===== src/rtl/load_store_unit_if.sv =====
// Request/response and data-memory signals of the load/store unit.
// slave is the unit's view; master is the execute stage plus memory.
interface load_store_unit_if;
  logic        start;
  logic        ready;
  logic        isStore;
  logic [2:0]  funct3;
  logic [31:0] address;
  logic [31:0] storeData;
  logic [31:0] loadData;
  logic        done;
  logic        error;
  logic [31:0] memAddress;
  logic [31:0] memWriteData;
  logic        memWrite;
  logic        memRead;
  logic [31:0] memReadData;

  modport slave (
    input  start, isStore, funct3, address, storeData, memReadData,
    output ready, loadData, done, error, memAddress, memWriteData, memWrite, memRead
  );

  modport master (
    output start, isStore, funct3, address, storeData, memReadData,
    input  ready, loadData, done, error, memAddress, memWriteData, memWrite, memRead
  );
endinterface


===== src/rtl/load_store_unit.sv =====
// RISC-V load/store initiator for a word-addressed, synchronous-read data memory.
// Define LSU_SUBWORD_EN for b/h/bu/hu loads and read-modify-write sb/sh; otherwise only lw/sw.
module load_store_unit #(
  parameter int MEM_WORDS = 32
) (
  input logic             clock,
  input logic             reset,
  load_store_unit_if.slave bus
);

  typedef enum logic [2:0] {
    S_IDLE,
    S_READ,
    S_MERGE,
    S_WRITE,
    S_DONE
  } state_t;

  localparam logic [2:0] F3_W = 3'b010;
`ifdef LSU_SUBWORD_EN
  localparam logic [2:0] F3_B  = 3'b000;
  localparam logic [2:0] F3_H  = 3'b001;
  localparam logic [2:0] F3_BU = 3'b100;
  localparam logic [2:0] F3_HU = 3'b101;
`endif

  state_t      state, state_nx;
  logic        err_q;
  logic [31:0] load_data_q;
  logic [31:0] mem_address_q;
  logic [31:0] mem_write_data_q;
`ifdef LSU_SUBWORD_EN
  logic        is_store_q;
  logic [2:0]  funct3_q;
  logic [1:0]  lane_q;
  logic [31:0] store_data_q;
`endif

  logic        accept;
  logic        funct3_ok;
  logic        misaligned;
  logic        out_of_range;
  logic        req_bad;
  logic [31:0] req_word;

  assign accept       = bus.start && (state == S_IDLE);
  assign req_word     = {2'b00, bus.address[31:2]};
  assign out_of_range = req_word >= 32'(MEM_WORDS);
  assign req_bad      = !funct3_ok || misaligned || out_of_range;

  // Access width is encoded in funct3[1:0]; byte accesses can never be misaligned.
  // NOTE: every always_comb output gets a default first so no path leaves it unassigned (no latch).
  always_comb begin
    misaligned = 1'b0;
    case (bus.funct3[1:0])
      2'b01:   misaligned = bus.address[0];
      2'b10:   misaligned = bus.address[1:0] != 2'b00;
      default: misaligned = 1'b0;
    endcase
  end

`ifdef LSU_SUBWORD_EN
  always_comb begin
    funct3_ok = 1'b0;
    case (bus.funct3)
      F3_B, F3_H, F3_W: funct3_ok = 1'b1;
      F3_BU, F3_HU:     funct3_ok = !bus.isStore;
      default:          funct3_ok = 1'b0;
    endcase
  end
`else
  assign funct3_ok = bus.funct3 == F3_W;
`endif

  always_comb begin
    state_nx = state;
    unique case (state)
      S_IDLE: begin
        if (bus.start) begin
          if (req_bad)                               state_nx = S_DONE;
          else if (bus.isStore && bus.funct3 == F3_W) state_nx = S_WRITE;
          else                                       state_nx = S_READ;
        end
      end
      S_READ:  state_nx = S_MERGE;
`ifdef LSU_SUBWORD_EN
      S_MERGE: state_nx = is_store_q ? S_WRITE : S_DONE;
`else
      S_MERGE: state_nx = S_DONE;
`endif
      S_WRITE: state_nx = S_DONE;
      S_DONE:  state_nx = S_IDLE;
      default: state_nx = S_IDLE;
    endcase
  end

`ifdef LSU_SUBWORD_EN
  logic [7:0]  rd_byte;
  logic [15:0] rd_half;
  logic [31:0] load_ext;
  logic [31:0] merged_word;

  // Lane extraction/extension for loads and lane replacement for sb/sh share the lane select.
  always_comb begin
    rd_byte     = 8'h00;
    rd_half     = lane_q[1] ? bus.memReadData[31:16] : bus.memReadData[15:0];
    load_ext    = bus.memReadData;
    merged_word = bus.memReadData;
    case (lane_q)
      2'd0:    rd_byte = bus.memReadData[7:0];
      2'd1:    rd_byte = bus.memReadData[15:8];
      2'd2:    rd_byte = bus.memReadData[23:16];
      default: rd_byte = bus.memReadData[31:24];
    endcase
    case (funct3_q)
      F3_B:    load_ext = {{24{rd_byte[7]}}, rd_byte};
      F3_BU:   load_ext = {24'h0, rd_byte};
      F3_H:    load_ext = {{16{rd_half[15]}}, rd_half};
      F3_HU:   load_ext = {16'h0, rd_half};
      default: load_ext = bus.memReadData;
    endcase
    if (funct3_q == F3_B) begin
      case (lane_q)
        2'd0:    merged_word[7:0]   = store_data_q[7:0];
        2'd1:    merged_word[15:8]  = store_data_q[7:0];
        2'd2:    merged_word[23:16] = store_data_q[7:0];
        default: merged_word[31:24] = store_data_q[7:0];
      endcase
    end else if (funct3_q == F3_H) begin
      if (lane_q[1]) merged_word[31:16] = store_data_q[15:0];
      else           merged_word[15:0]  = store_data_q[15:0];
    end
  end
`endif

  // NOTE: sequential state uses non-blocking assignments so every register samples pre-edge values.
  always_ff @(posedge clock or posedge reset) begin
    if (reset) begin
      state            <= S_IDLE;
      err_q            <= 1'b0;
      load_data_q      <= '0;
      mem_address_q    <= '0;
      mem_write_data_q <= '0;
`ifdef LSU_SUBWORD_EN
      is_store_q       <= 1'b0;
      funct3_q         <= '0;
      lane_q           <= '0;
      store_data_q     <= '0;
`endif
    end else begin
      state <= state_nx;
      if (accept) begin
        err_q            <= req_bad;
        load_data_q      <= '0;
        mem_address_q    <= req_word;
        mem_write_data_q <= bus.storeData;
`ifdef LSU_SUBWORD_EN
        is_store_q       <= bus.isStore;
        funct3_q         <= bus.funct3;
        lane_q           <= bus.address[1:0];
        store_data_q     <= bus.storeData;
`endif
      end
      if (state == S_MERGE) begin
`ifdef LSU_SUBWORD_EN
        if (is_store_q) mem_write_data_q <= merged_word;
        else            load_data_q      <= load_ext;
`else
        load_data_q <= bus.memReadData;
`endif
      end
    end
  end

  // Strobes decode from state alone so an asynchronous reset drops them at once.
  assign bus.ready        = state == S_IDLE;
  assign bus.done         = state == S_DONE;
  assign bus.error        = (state == S_DONE) && err_q;
  assign bus.memRead      = state == S_READ;
  assign bus.memWrite     = state == S_WRITE;
  assign bus.loadData     = load_data_q;
  assign bus.memAddress   = mem_address_q;
  assign bus.memWriteData = mem_write_data_q;

endmodule


===== src/flat_wrapper.sv =====
// flat-port wrapper written by rule: the top's interface ports become plain ports
module load_store_unit_flat 
#(
  parameter int MEM_WORDS = 32
)
  (clock, reset, bus_start, bus_isStore, bus_funct3, bus_address, bus_storeData, bus_memReadData, bus_ready, bus_loadData, bus_done, bus_error, bus_memAddress, bus_memWriteData, bus_memWrite, bus_memRead);
  load_store_unit_if bus_i ();
  input logic clock;
  input logic reset;
  input wire logic [$bits(bus_i.start)-1:0] bus_start;
  input wire logic [$bits(bus_i.isStore)-1:0] bus_isStore;
  input wire logic [$bits(bus_i.funct3)-1:0] bus_funct3;
  input wire logic [$bits(bus_i.address)-1:0] bus_address;
  input wire logic [$bits(bus_i.storeData)-1:0] bus_storeData;
  input wire logic [$bits(bus_i.memReadData)-1:0] bus_memReadData;
  output wire logic [$bits(bus_i.ready)-1:0] bus_ready;
  output wire logic [$bits(bus_i.loadData)-1:0] bus_loadData;
  output wire logic [$bits(bus_i.done)-1:0] bus_done;
  output wire logic [$bits(bus_i.error)-1:0] bus_error;
  output wire logic [$bits(bus_i.memAddress)-1:0] bus_memAddress;
  output wire logic [$bits(bus_i.memWriteData)-1:0] bus_memWriteData;
  output wire logic [$bits(bus_i.memWrite)-1:0] bus_memWrite;
  output wire logic [$bits(bus_i.memRead)-1:0] bus_memRead;
  assign bus_i.start = bus_start;
  assign bus_i.isStore = bus_isStore;
  assign bus_i.funct3 = bus_funct3;
  assign bus_i.address = bus_address;
  assign bus_i.storeData = bus_storeData;
  assign bus_i.memReadData = bus_memReadData;
  assign bus_ready = bus_i.ready;
  assign bus_loadData = bus_i.loadData;
  assign bus_done = bus_i.done;
  assign bus_error = bus_i.error;
  assign bus_memAddress = bus_i.memAddress;
  assign bus_memWriteData = bus_i.memWriteData;
  assign bus_memWrite = bus_i.memWrite;
  assign bus_memRead = bus_i.memRead;
  load_store_unit #(.MEM_WORDS(MEM_WORDS)) u_core (.clock(clock), .reset(reset), .bus(bus_i));
endmodule

===== config.mk =====
export PLATFORM = sky130hd
export DESIGN_NAME = load_store_unit_flat
export DESIGN_NICKNAME = d
export VERILOG_FILES = /design/src/rtl/load_store_unit_if.sv /design/src/rtl/load_store_unit.sv /design/src/flat_wrapper.sv
export SDC_FILE = /design/constraint.sdc
export NUM_CORES = 1
export LEC_CHECK = 0
export CELL_PAD_IN_SITES_DETAIL_PLACEMENT = 0
export CELL_PAD_IN_SITES_GLOBAL_PLACEMENT = 1
export CORE_AREA = 2 2 135 104
export DETAILED_ROUTE_END_ITERATION = 8
export DIE_AREA = 0 0 137 106
export MAX_ROUTING_LAYER = met4
export PLACE_DENSITY = 0.83
export SYNTH_ARGS = -nofsm -noshare
export SYNTH_HDL_FRONTEND = slang
export SYNTH_SLANG_ARGS = --single-unit
export TNS_END_PERCENT = 1

===== constraint.sdc =====
create_clock -name clock -period 6.52 [get_ports clock]
set_input_delay 1.304 -clock clock [delete_from_list [all_inputs] [get_ports clock]]
set_output_delay 1.304 -clock clock [all_outputs]
set_load 0.01 [all_outputs]

======== Word-level counts from Yosys, hierarchy flattened ========
Cells that the tools add are included.
cells by class
  $lt $le $gt $ge ......................... 1
  eq/ne operators ......................... 8
  multiplexer cells ....................... 7
  reductions and logical operators ........ 10
operators with widths
  kind                 count
  $mux 32              2
  $ge 30x6->1 const B  1
  $eq 3x2->1 const B   3
  $pmux 3 s3           1
  $mux 3               2
  $reduce_bool 2->1    2
  $eq 3x1->1 const B   1
  $eq 3x3->1 const B   1
  $logic_and 1x1->1    3
  $logic_not 3->1      1
  $eq 2x1->1 const B   1
  $eq 2x2->1 const B   1
  $logic_or 1x1->1     2
  $mux 2               1
  $ne 2x2->1 const B   1
  $pmux 1 s2           1
  $reduce_or 2->1      1
  $logic_not 1->1      1
storage, ports and cells
  bits in registers ....................... 98
  word-level logic and storage cells ...... 31

======== Depth between registers and ports, before layout ========
  depth after elaboration ................. 7
  gate-level depth with buffers ........... 6
  gate-level depth less buffers ........... 6

======== Worst setup path before layout ========
OpenSTA, ideal clock, no wires.
  path kind ............................... register to output
  start ................................... register u_core.state[1]
  end ..................................... output port bus_error
  data arrival time ....................... 1.013 ns
  data required time ...................... 5.216 ns
  slack ................................... 4.203 ns
  stages on the path, launching flop included .. 3
  cells stage by stage .................... dfrtp_1 nor3b_1 and2_1
on the way
  cells in the longest elaborated chain, start to end .. 2
RTL lines
  what                      RTL line                text
  start: declaration        load_store_unit.sv:27   state_t state, state_nx;
  start signal: assignment  load_store_unit.sv:151  state <= state_nx;
  $eq 3x3->1                --
  named net bus_done        flat_wrapper.sv:18      output wire logic [$bits(bus_i.done)-1:0] bus_done;
  $logic_and 1x1->1         load_store_unit.sv:178  assign bus.error = (state == S_DONE) && err_q;
  end: declaration          flat_wrapper.sv:19      output wire logic [$bits(bus_i.error)-1:0] bus_error;
The timed path passes the listed nets, and every way through them passes these cells.

======== Final worst setup path ========
  start ................................... register u_core.state[0]
  end ..................................... output port bus_error
on the way
  cells in the longest elaborated chain, start to end .. 2
RTL lines
  what               RTL line
  $eq 3x3->1         load_store_unit.sv:178
  $logic_and 1x1->1  load_store_unit.sv:178
No other way between the ends.

==> results.py <==
metrics = {
    "run_status": {
        "status": "complete, no violations",
    },
    "worst_setup_path": {
        "timing.rr.end": "u_core.bus.memAddress[6]$_DFFE_PP0P_",
        "worstReg2RegStart": "u_core.state[2]$_DFFE_PP0P_",
        "crit_path_cell_trace": "nor3b_1, and2_1, clkdlybuf4s50_1",
        "critPathArrivalTime_ps": 1730,
        "crit_type": "reg2out",
        "reg2reg_depth": 4,
        "reg2reg_setup_slack_ps": 4480,
        "endpoint_kind": "output pin",
        "cp-start-kind": "flip-flop",
        "cp_slowest_cell": "clkdlybuf4s50_1",
        "crit_fanout": 4,
        "slowest_delay_ps": 550,
        "crit_required_ps": 5220,
    },
    "placement": {
        "place_ws_ps": 3370,
        "place_congestion": 0.825,
        "io_buffers": 201,
        "dp_hpwl_um": 7780,
    },
    "clock_tree": {
        "clkLatencyLatePin_ps": 340,
        "cts.path.max_buffers": 2,
        "cts_resized": 0,
        "clock-sinks": 98,
        "post_cts_buffers": 0,
        "cts_root_buf": "clkbuf_16",
        "hold_buffers": 0,
        "htreeDepth": 3,
        "cts.clk_slew.worst_paths_ps": 60,
        "cts_made_buffers": 9,
        "cts_tree": "yes",
    },
    "detailed_routing": {
        "via_per_inst": 4.40,
        "drt.antenna.violating_nets": 0,
        "drt-wirelength-per-cell_um": 13.6,
        "routed-via-count": 3539,
        "firstDrtPassIters": 4,
        "drc": 0,
        "drt_iter0_drc": 123,
        "wirelength_um": 11000,
    },
    "grt": {
        "grt_first_pass_wirelength_um": 17700,
        "antenna_found_initial": 0,
        "gr-usage-all-layers": 0.157,
        "grt_pass1_vias": 3622,
        "grt-ovfl-total": 0,
        "grt_max_degree": 97,
    },
    "hold_path": {
        "hold_depth": 2,
        "holdPathEnd": "u_core.bus.memAddress[26]$_DFFE_PP0P_",
        "min_from": "u_core.bus.memAddress[26]$_DFFE_PP0P_",
        "hp-class": "reg2reg",
    },
    "pwr": {
        "leakage_nw": 2.86,
        "total_power_w": 0.00154,
        "peakVddDrop_mv": 0.129,
        "power-per-cell-area_nw_per_um2": 244,
    },
    "layout": {
        "diodes": 0,
        "final_common_cell": "nand2_1",
        "final_cell_mix": "250 x nand2_1, 201 x clkdlybuf4s50_1, 98 x dfrtp_1",
        "area_growth_pct": 61.5,
        "fin_nets": 729,
        "seq_area_um2": 2450,
        "multi_input_area_um2": 1290,
        "n_fill_cell": 1252,
        "layout-drive-gt1-share": 0.0333,
        "postLayoutCoreUtil": 0.474,
    },
    "synth": {
        "ys_ff_latch": 98,
        "yosysSeqAreaShare": 0.627,
        "yosysTopAreaCellShare": 0.627,
        "synth_warnings": 0,
        "synth_area_per_cell_um2": 8.97,
        "synth_area_leader_cell": "dfrtp_1",
        "netlist_area_um2": 3910,
        "synth_area_leaders": "dfrtp_1 63%, nand2_1 24%, o21ai_0 4.2%",
        "yosysUniqueCellTypes": 23,
        "synthCells": 436,
    },
    "timing": {
        "tightest_slew_ps": 1170,
        "grt_setup_unrepaired": "no",
        "setup-tns-final_ps": 0,
        "finalCriticalPeriod_ps": 3030,
        "layout_setup_ws_ps": 3490,
        "finClkSkew_ps": 9.00,
        "fin_crit_sh": 0.465,
        "timing.fmax_mhz": 330,
        "setup_viol": 0,
        "relSlewSlack": 0.220,
        "hold_viol_final": 0,
        "hold_ws_ps": 476,
        "maxSlewViolCount": 0,
    },
    "floorplan": {
        "fp.dieH_um": 106,
        "die_w_um": 137,
        "die_area_um2": 14500,
        "ioPinCount": 204,
        "design.core.area_um2": 13300,
        "start_util": 0.293,
        "rows": 37,
    },
    "run": {
        "cap_violations": 0,
    },
}
-- critical path: cells and delay by family, from the launching register on --
kind	cells	cell delay [ps]
buffers and inverters	1	550
DFF	1	440
and+or+nand+nor	2	410
-- sequential cells by signal, summed over array words and instances, names as in the netlist --
register and cells:
u_core.err_q 1, u_core.bus.memWriteData 32, u_core.bus.memAddress 30, u_core.bus.loadData 32
u_core.state 3
-- synth_stat cells (all sizes together) --
| cell type | instances |
|---|---|
| a41o | 1 |
| and2 | 2 |
| buf | 22 |
| clkbuf | 3 |
| conb | 1 |
| dfrtp | 98 |
| ha | 1 |
| inv | 3 |
| nand2 | 251 |
| nand2b | 1 |
| nand4 | 1 |
| nor2 | 7 |
| nor3 | 4 |
| nor3b | 1 |
| nor4 | 5 |
| nor4b | 1 |
| o2111ai | 1 |
| o21ai | 33 |
-- metrics by stage --
step	area, um2	cells
after global routing	6320	805
after global placement	6000	789
final	6320	805
after floorplan	3920	437
after detailed placement	6000	789
after CTS	6320	805
-- layer usage --
layer  track usage  share of wire  up-vias
li1              -              -     1729
met5             -              0        -
met4        0.0457          0.014        0
met3        0.0453          0.072       16
met1         0.206           0.45     1672
met2         0.239           0.46      122
-- how the worst max path moves through the flow --
stage | slack, ps | cells after the start | startpoint | to
final | 3490 | 3 | u_core.state[0]$_DFFE_PP0P_ | bus_error
after global routing | 3350 | 3 | u_core.state[0]$_DFFE_PP0P_ | bus_error
after CTS | 3440 | 3 | u_core.state[0]$_DFFE_PP0P_ | bus_error
after detailed placement | 3370 | 4 | bus_start | u_core.bus.memWriteData[28]$_DFFE_PP0P_
after global placement | 3430 | 4 | bus_start | u_core.bus.memAddress[9]$_DFFE_PP0P_
after floorplan | 2650 | 1 | reset | u_core.bus.loadData[0]$_DFFE_PP0P_
-- report_power, final --
group | total [W] | internal [W] | leakage, nW | switching (W)
clock | 0.000570 | 0.000347 | 0.149 | 0.000222
combinational | 0.000284 | 0.000163 | 1.46 | 0.000121
sequential | 0.000687 | 0.000658 | 1.26 | 0.0000287
total | 0.00154 | 0.00117 | 2.86 | 0.000372
-- area by class of cell --
class / instances / area share
Sequential cell: 98 / 0.388
Multi-Input combinational cell: 311 / 0.204
Clock buffer: 12 / 0.0390
Clock inverter: 4 / 0.0119
Tap cell: 175 / 0.0347
Timing Repair Buffer: 202 / 0.320
Inverter: 3 / 0.00218
-- cell families after synthesis --
family	after synthesis	synth area share
AND/OR/NAND/NOR	273	0.275
adder cells (fa/ha/maj)	1	0.00320
other	1	0.000958
flip-flops	98	0.627
AO/OA/AOI/OAI	35	0.0470
buffers and inverters	28	0.0470
Power figures use the tool's default switching activity.
